[src/rtl/alarm_pkg.sv]
// +--------------------------------------------------------------------+
// | alarm_pkg : shared state encoding and default timing constants      |
// | Rev 1.0                                                            |
// +--------------------------------------------------------------------+
`default_nettype none

package alarm_pkg;

    typedef enum logic [1:0] {
        IDLE    = 2'd0,
        RINGING = 2'd1,
        SNOOZE  = 2'd2
    } alarm_st_t;

    localparam int RING_SEC_D   = 60;
    localparam int SNOOZE_MIN_D = 9;
    localparam int MAX_SNOOZE_D = 3;

endpackage

`default_nettype wire

[src/rtl/alarm_ctrl_rise_det.sv]
// +--------------------------------------------------------------------+
// | rise_det : one-clock pulse on the rising edge of a level input      |
// | Rev 1.0                                                            |
// +--------------------------------------------------------------------+
`default_nettype none

module rise_det #(
    parameter logic RST_VAL = 1'b0
) (
    input  logic clk,
    input  logic rst,
    input  logic din,
    output logic pulse
);

    logic r_q;

    always_ff @(posedge clk) begin
        if (rst) r_q <= RST_VAL;
        else     r_q <= din;
    end

    assign pulse = din & ~r_q;

endmodule

`default_nettype wire

[src/rtl/alarm_ctrl.sv]
// +--------------------------------------------------------------------+
// | alarm_ctrl : alarm match detection and ring/snooze/auto-off FSM     |
// | Optional snooze support under macro ALARM_SNOOZE_EN                 |
// | Rev 1.0                                                            |
// +--------------------------------------------------------------------+
`default_nettype none

module alarm_ctrl
    import alarm_pkg::*;
#(
    parameter int NS         = 60,
    parameter int NH         = 24,
    parameter int RING_SEC   = RING_SEC_D,
    parameter int SNOOZE_MIN = SNOOZE_MIN_D,
    parameter int MAX_SNOOZE = MAX_SNOOZE_D
) (
    input  logic       clk,
    input  logic       rst,
    input  logic [6:0] tsec,
    input  logic [6:0] tmin,
    input  logic [6:0] thrs,
    input  logic [6:0] amin,
    input  logic [6:0] ahrs,
    input  logic       alarmon,
    input  logic       snooze,
    output logic       buzz,
    output logic       snoozing
);

    localparam int c_RING_W = (RING_SEC > 1) ? $clog2(RING_SEC) : 1;
    localparam logic [c_RING_W-1:0] c_RING_LAST = c_RING_W'(RING_SEC - 1);

    alarm_st_t           r_state, w_nxt;
    logic [c_RING_W-1:0] r_ring_ct, w_ring_nxt;
    logic                w_eq, w_trig;
    logic                r_buzz;

    assign w_eq = (tmin == amin) && (thrs == ahrs);

    // Reset value 1 keeps a match already present at reset release silent.
    rise_det #(.RST_VAL(1'b1)) u_eq_det (
        .clk   (clk),
        .rst   (rst),
        .din   (w_eq),
        .pulse (w_trig)
    );

`ifdef ALARM_SNOOZE_EN
    localparam int c_SNZ_LEN = SNOOZE_MIN * NS;
    localparam int c_SNZ_W   = (c_SNZ_LEN > 1) ? $clog2(c_SNZ_LEN) : 1;
    localparam int c_USED_W  = $clog2(MAX_SNOOZE + 1);
    localparam logic [c_SNZ_W-1:0]  c_SNZ_LOAD = c_SNZ_W'(c_SNZ_LEN - 1);
    localparam logic [c_USED_W-1:0] c_USED_MAX = c_USED_W'(MAX_SNOOZE);

    logic [c_SNZ_W-1:0]  r_snz_ct, w_snz_nxt;
    logic [c_USED_W-1:0] r_snz_used, w_used_nxt;
    logic                w_press;
    logic                r_snoozing;

    rise_det #(.RST_VAL(1'b0)) u_snz_det (
        .clk   (clk),
        .rst   (rst),
        .din   (snooze),
        .pulse (w_press)
    );
`endif

    always_comb begin
        w_nxt      = r_state;
        w_ring_nxt = r_ring_ct;
`ifdef ALARM_SNOOZE_EN
        w_snz_nxt  = r_snz_ct;
        w_used_nxt = r_snz_used;
`endif
        case (r_state)
            IDLE: begin
                w_ring_nxt = '0;
`ifdef ALARM_SNOOZE_EN
                w_snz_nxt  = '0;
                w_used_nxt = '0;
`endif
                if (w_trig) w_nxt = RINGING;
            end
            RINGING: begin
                w_ring_nxt = r_ring_ct + c_RING_W'(1);
`ifdef ALARM_SNOOZE_EN
                // Snooze beats the timeout landing on the same edge.
                if (w_press && (r_snz_used < c_USED_MAX)) begin
                    w_nxt      = SNOOZE;
                    w_ring_nxt = '0;
                    w_snz_nxt  = c_SNZ_LOAD;
                    w_used_nxt = r_snz_used + c_USED_W'(1);
                end else
`endif
                if (r_ring_ct == c_RING_LAST) begin
                    w_nxt      = IDLE;
                    w_ring_nxt = '0;
                end
            end
`ifdef ALARM_SNOOZE_EN
            SNOOZE: begin
                w_ring_nxt = '0;
                if (r_snz_ct == '0) w_nxt = RINGING;
                else                w_snz_nxt = r_snz_ct - c_SNZ_W'(1);
            end
`endif
            default: w_nxt = IDLE;
        endcase
        if (!alarmon) w_nxt = IDLE;
    end

    always_ff @(posedge clk) begin
        if (rst) begin
            r_state   <= IDLE;
            r_ring_ct <= '0;
            r_buzz    <= 1'b0;
        end else begin
            r_state   <= w_nxt;
            r_ring_ct <= w_ring_nxt;
            r_buzz    <= (w_nxt == RINGING);
        end
    end

    assign buzz = r_buzz;

`ifdef ALARM_SNOOZE_EN
    always_ff @(posedge clk) begin
        if (rst) begin
            r_snz_ct   <= '0;
            r_snz_used <= '0;
            r_snoozing <= 1'b0;
        end else begin
            r_snz_ct   <= w_snz_nxt;
            r_snz_used <= w_used_nxt;
            r_snoozing <= (w_nxt == SNOOZE);
        end
    end

    assign snoozing = r_snoozing;

    logic w_unused_inputs;
    assign w_unused_inputs = ^{tsec, (thrs >= 7'(NH))};
`else
    assign snoozing = 1'b0;

    logic w_unused_inputs;
    assign w_unused_inputs = ^{tsec, snooze, (thrs >= 7'(NH)),
                               (7'(SNOOZE_MIN) == 7'(MAX_SNOOZE)), (7'(NS) == 7'd0)};
`endif

endmodule

`default_nettype wire

[config.mk]
export PLATFORM = sky130hd
export DESIGN_NAME = alarm_ctrl
export DESIGN_NICKNAME = d
export VERILOG_FILES = /design/src/rtl/alarm_pkg.sv /design/src/rtl/alarm_ctrl_rise_det.sv /design/src/rtl/alarm_ctrl.sv
export SDC_FILE = /design/constraint.sdc
export NUM_CORES = 1
export LEC_CHECK = 0
export ABC_CLOCK_PERIOD_IN_PS = 1600
export CAP_MARGIN = 20
export CORE_MARGIN = 3
export CORE_UTILIZATION = 34
export CTS_CLUSTER_SIZE = 25
export DETAILED_ROUTE_END_ITERATION = 10
export GPL_ROUTABILITY_DRIVEN = 0
export PLACE_DENSITY = 0.77
export RECOVER_POWER = 25
export SETUP_SLACK_MARGIN = 0.4
export SYNTH_ARGS = -nofsm -noshare
export SYNTH_HDL_FRONTEND = slang
export SYNTH_HIERARCHICAL = 1
export SYNTH_SLANG_ARGS = --single-unit
[constraint.sdc]
create_clock -name clk -period 1.6 [get_ports clk]
set_input_delay 0.32 -clock clk [delete_from_list [all_inputs] [get_ports clk]]
set_output_delay 0.32 -clock clk [all_outputs]
set_load 0.1 [all_outputs]
[Yosys cells after proc, flatten, opt, wreduce, memory -nomap -nowiden]
Index checks and enable logic that the tools add are counted.
Widths: inputs -> output; s select.
Cells by class
  add/subtract/negate cells: 1
  equality and inequality tests: 5
  muxes and demuxes: 6
  bitwise logic cells: 2
  reduce and logical (&&, ||, !) cells: 3
Operator list (number)
  $eq 7x7->1: 2
  $pmux 6 s2: 1
  $add 6x1->6 const B: 1
  $eq 6x6->1 const B: 1
  $mux 2: 3
  $mux 6: 1
  $eq 2x1->1 const B: 2
  $pmux 2 s2: 1
  $logic_not 2->1: 1
  $reduce_bool 2->1: 1
  $and 1x1->1: 1
  $logic_and 1x1->1: 1
  $not 1->1: 1
Word-level totals
  register bits after elaboration: 10
  bits of input ports: 39
  output and inout port bits: 2

[Logic depth before layout (Yosys ltp)]
  word-level depth: 7
  mapped depth: 7
  mapped depth without buffers: 7

[Modules after synthesis]
Netlist, hierarchy kept.
By module, submodules not included
  alarm_ctrl: instances 1, cells an instance 65, area each 580.6 sq um, sequential area each 180.2 sq um
  rise_det: instances 1, cells an instance 3, area each 32.5 sq um, sequential area each 20.0 sq um

[Least setup slack after synthesis]
No wires, ideal clock.
  path type: in2reg
  start point: in amin[4]
  end point: reg r_buzz (netlist: buzz)
  data arrival time: 1358 ps
  data required time: 1504 ps
  slack: 146 ps
  stages: 7
  buffers on the path: 0
  cell sequence: xor2_1 > nor4_1 > nand3_1 > nor3_1 > nor2b_1 > mux2i_1 > nor4b_1
On the way
  word-level cells in the longest chain between the ends: 7
RTL lines
  from (decl): line alarm_ctrl.sv:22  | input logic [6:0] amin,
  $eq 7x7->1: line alarm_ctrl.sv:38  | assign w_eq = (tmin == amin) && (thrs == ahrs);
  $logic_and 1x1->1: line alarm_ctrl.sv:38
  net w_eq: line alarm_ctrl.sv:35  | logic w_eq, w_trig;
  $and 1x1->1: line alarm_ctrl_rise_det.sv:23  | assign pulse = din & ~r_q;
  net w_trig: line alarm_ctrl.sv:35
  $mux 2: line alarm_ctrl.sv:82  | if (w_trig) w_nxt = RINGING;
  $pmux 2 s2: line alarm_ctrl.sv:75  | case (r_state)
  $mux 2: line alarm_ctrl.sv:109  | if (!alarmon) w_nxt = IDLE;
  $eq 2x1->1: line alarm_ctrl.sv:120  | r_buzz <= (w_nxt == RINGING);
  to (signal assigned): line alarm_ctrl.sv:120
  to (decl): line alarm_ctrl.sv:36  | logic r_buzz;
The timed path passes the listed nets, and every way through them passes these cells.
A chain may end at the register's enable or synchronous reset.

[Worst setup path in the final report]
  start point: in thrs[4]
  end point: reg r_state[0]
On the way
  word-level cells in the longest chain between the ends: 6
RTL lines
  from (decl): line alarm_ctrl.sv:21  | input logic [6:0] thrs,
  $eq 7x7->1: line alarm_ctrl.sv:38
  $logic_and 1x1->1: line alarm_ctrl.sv:38
  net w_eq: line alarm_ctrl.sv:35
  $and 1x1->1: line alarm_ctrl_rise_det.sv:23
  net w_trig: line alarm_ctrl.sv:35
  $mux 2: line alarm_ctrl.sv:82
  $pmux 2 s2: line alarm_ctrl.sv:75
  $mux 2: line alarm_ctrl.sv:109
  to (signal assigned): line alarm_ctrl.sv:118  | r_state <= w_nxt;
  to (decl): line alarm_ctrl.sv:33  | alarm_st_t r_state, w_nxt;
The timed path passes the listed nets, and every way through them passes these cells.

==> out/metrics.yaml <==
yosys:
  synth_ff_type: "dfxtp_1"
  avgSynthCellArea_sq_um: 9.016
  ys_types: 27
  synthArstFlopShare: 0
  synth_edf_count: 0
  netlist_top_cells_area: "dfxtp_1, xnor2_1, a21oi_1"
  ys_seq_elements: 10
  synthesis.area_sq_um: 613.1
  netlist.area_leader.share: 0.3265
  ys_warn_count: 6
  synth_area_leader_cell: "dfxtp_1"
  yosysSeqAreaShare: 0.3265
  syn_inst: 68
finish:
  final_cells: 130
  layout_commonest_cell: "dlygate4sd2_1"
  fin_util: 0.6782
  drive_above_1_share: 0.3019
  nNetsFinal: 148
  most-common-layout-cells: "dlygate4sd2_1, xnor2_1, a21oi_1, dfxtp_1, dlymetal6s2s_1"
  diodes: 0
  stdcell_area_sq_um: 1081
  area_growth_pct: 76.33
floorplan:
  rows: 14
  die_y_um: 48.47
  dieWidth_um: 48.47
  ios: 41
  die_area_sq_um: 2349
  start_util: 0.3846
  core_area_sq_um: 1594
timing:
  rsz0062_at_grt: "true"
  final_hold_viol_count: 0
  timing.fmax_mhz: 658.0
  period_needed_ns: 1.520
  fin_ws_ns: 0.08014
  drv_slew: 0
  timing.final.crit_share: 0.9499
  clock_skew_ns: 0.006099
  setup_viol: 0
critical_path:
  worst-path-max-fanout: 2
  r2r_cells: 5
  worst-r2r-setup-slack_ns: 0.30
  worstSetupPathType: "in -> reg"
  worstPathArrival_ns: 1.69
  timing.rr.start: "r_ring_ct[1]"
  cp-end-kind: "register"
  crit_path_start_kind: "input port"
  cp-endpoint: "r_state[0]"
  cp_data_required_time_ns: 1.77
  r2r_end: "r_state[0]"
  critPathLaunch: "thrs[4]"
flow_run:
  cap_violations: 0
grt:
  grt_pass1_wl_um: 2601
  grt_pass1_vias: 623
  grt_start_max_net_pins: 11
  grt_overflow: 0
  track_usage: 0.1358
  antenna_found_initial: 0
  grt_busiest_layer: "met2"
  met1_usage: 0.1620
  use_met2: 0.2018
  met3_usage: 0.07362
clock_tree:
  clk_pin_slew_ns: 0.06
  max-clock-path-buffers: 2
  clock_latency_ns: 0.26
  cts_sinks: 10
  cts_tree: "yes"
  root_buffer: "clkbuf_4"
  ctsHtreeMaxLevel: 1
  cts_buffers: 3
pwr:
  p_per_area_nw_per_um2: 499.8
  ir_worst_vdd_mv: 0.2868
  cellLeakagePower_uw: 0.0004656
drt:
  drt_pass1_iterations: 5
  route.detailed.drc: 0
  wire_per_inst_um: 13.12
  routed_wl_um: 1705
  drt.antenna.violating_nets: 0
  drt_iter0_markers: 4
  via_count: 643
  vias_per_cell: 4.946
outcome:
  run_status: "finished, final reports clean"
placement:
  placed_cell_area_sq_um: 944.7
  io_buffers: 31
  place_inst: 121
  pre_cts_slack_ns: -0.4695
  dp_hpwl_um: 1200
min_path:
  hp-class: "reg -> reg"
==> cell usage after synthesis (all sizes together) (3+ instances only) <==
master / number
nand3: 4
xnor2: 10
nor2: 3
xor2: 4
nor3: 3
a21oi: 7
nor2b: 4
dfxtp: 10
buf: 3
nand4: 5
==> registers in the layout (all words and copies together) (netlist names) <==
name and cells:
buzz 1, r_ring_ct 6, r_state 2, u_eq_det/r_q 1
==> report_power, final <==
part	switching (uW)	total, uW	internal [uW]
clock network	82.7	169	86.8
registers	4.80	255	250
logic	45.6	116	70.2
total	133	540	407
==> cell families (layout without fill, tap and decap cells) <==
logic type	after synthesis	in the layout	share of synthesized area
AO/OA/AOI/OAI	11	11	0.1020
XOR/XNOR	14	14	0.2000
adder cells (fa/ha/maj)	1	1	0.02040
buffers and inverters	3	40	0.03673
flip-flops	10	10	0.3265
multiplexers	1	1	0.01633
other	1	2	0.006117
AND/OR/NAND/NOR	27	27	0.2918
==> worst max-delay path: stages <==
cell and delay, ns:
buf_6 0.09, xor2_1 0.16, nor4_2 0.28, nand3_1 0.14, nor3_2 0.20, nor2b_2 0.18, mux2i_2 0.09, nor4b_1 0.23
==> final cells by class <==
class,count,area [sq um]
well taps,24,30.03
flip-flops and latches,10,206.4
clock buffers,3,22.52
repair buffers,37,362.8
multi-input cells,56,459.2
fillers,129,513.0
==> worst min path at each step <==
| stage | startpoint | to | slack, ns | cells past startpoint |
|---|---|---|---|---|
| floorplan | rst | u_eq_det/r_q | 0.42 | 1 |
| global placement | r_ring_ct[2] | r_ring_ct[2] | 0.51 | 2 |
| detailed placement | r_ring_ct[2] | r_ring_ct[2] | 0.52 | 2 |
| CTS | r_ring_ct[1] | r_ring_ct[1] | 0.54 | 2 |
| global route | r_ring_ct[1] | r_ring_ct[1] | 0.60 | 2 |
| finish | r_ring_ct[2] | r_ring_ct[2] | 0.55 | 2 |
==> routing by layer <==
layer,vias to the layer above,wire [um]
met5,-,0
met4,0,8
met3,2,216
met2,38,803
met1,285,676
li1,318,-
==> through the flow <==
| stage | TNS [ns] | hold slack (ns) | total power (uW) |
|---|---|---|---|
| global placement | -0.8104 | 0.5106 | 388.6 |
| floorplan | 0 | 0.4171 | 311.1 |
| CTS | 0 | 0.5358 | 538.4 |
| global route | -0.006195 | 0.5963 | 563.0 |
| detailed placement | -1.000 | 0.5181 | 391.1 |
| finish | 0 | 0.5527 | 540.3 |
==> timing repair <==
| item | CTS | global route |
|---|---|---|
| hold endpoints to repair | 0 | 0 |
| resized for setup | 47 | 18 |
| setup endpoints to repair | 8 | 8 |
| hold buffers | 0 | 0 |
| buffers inserted | 1 | 5 |
| pin swaps | 17 | 13 |
Note: power is estimated with default switching activity, not from simulation.
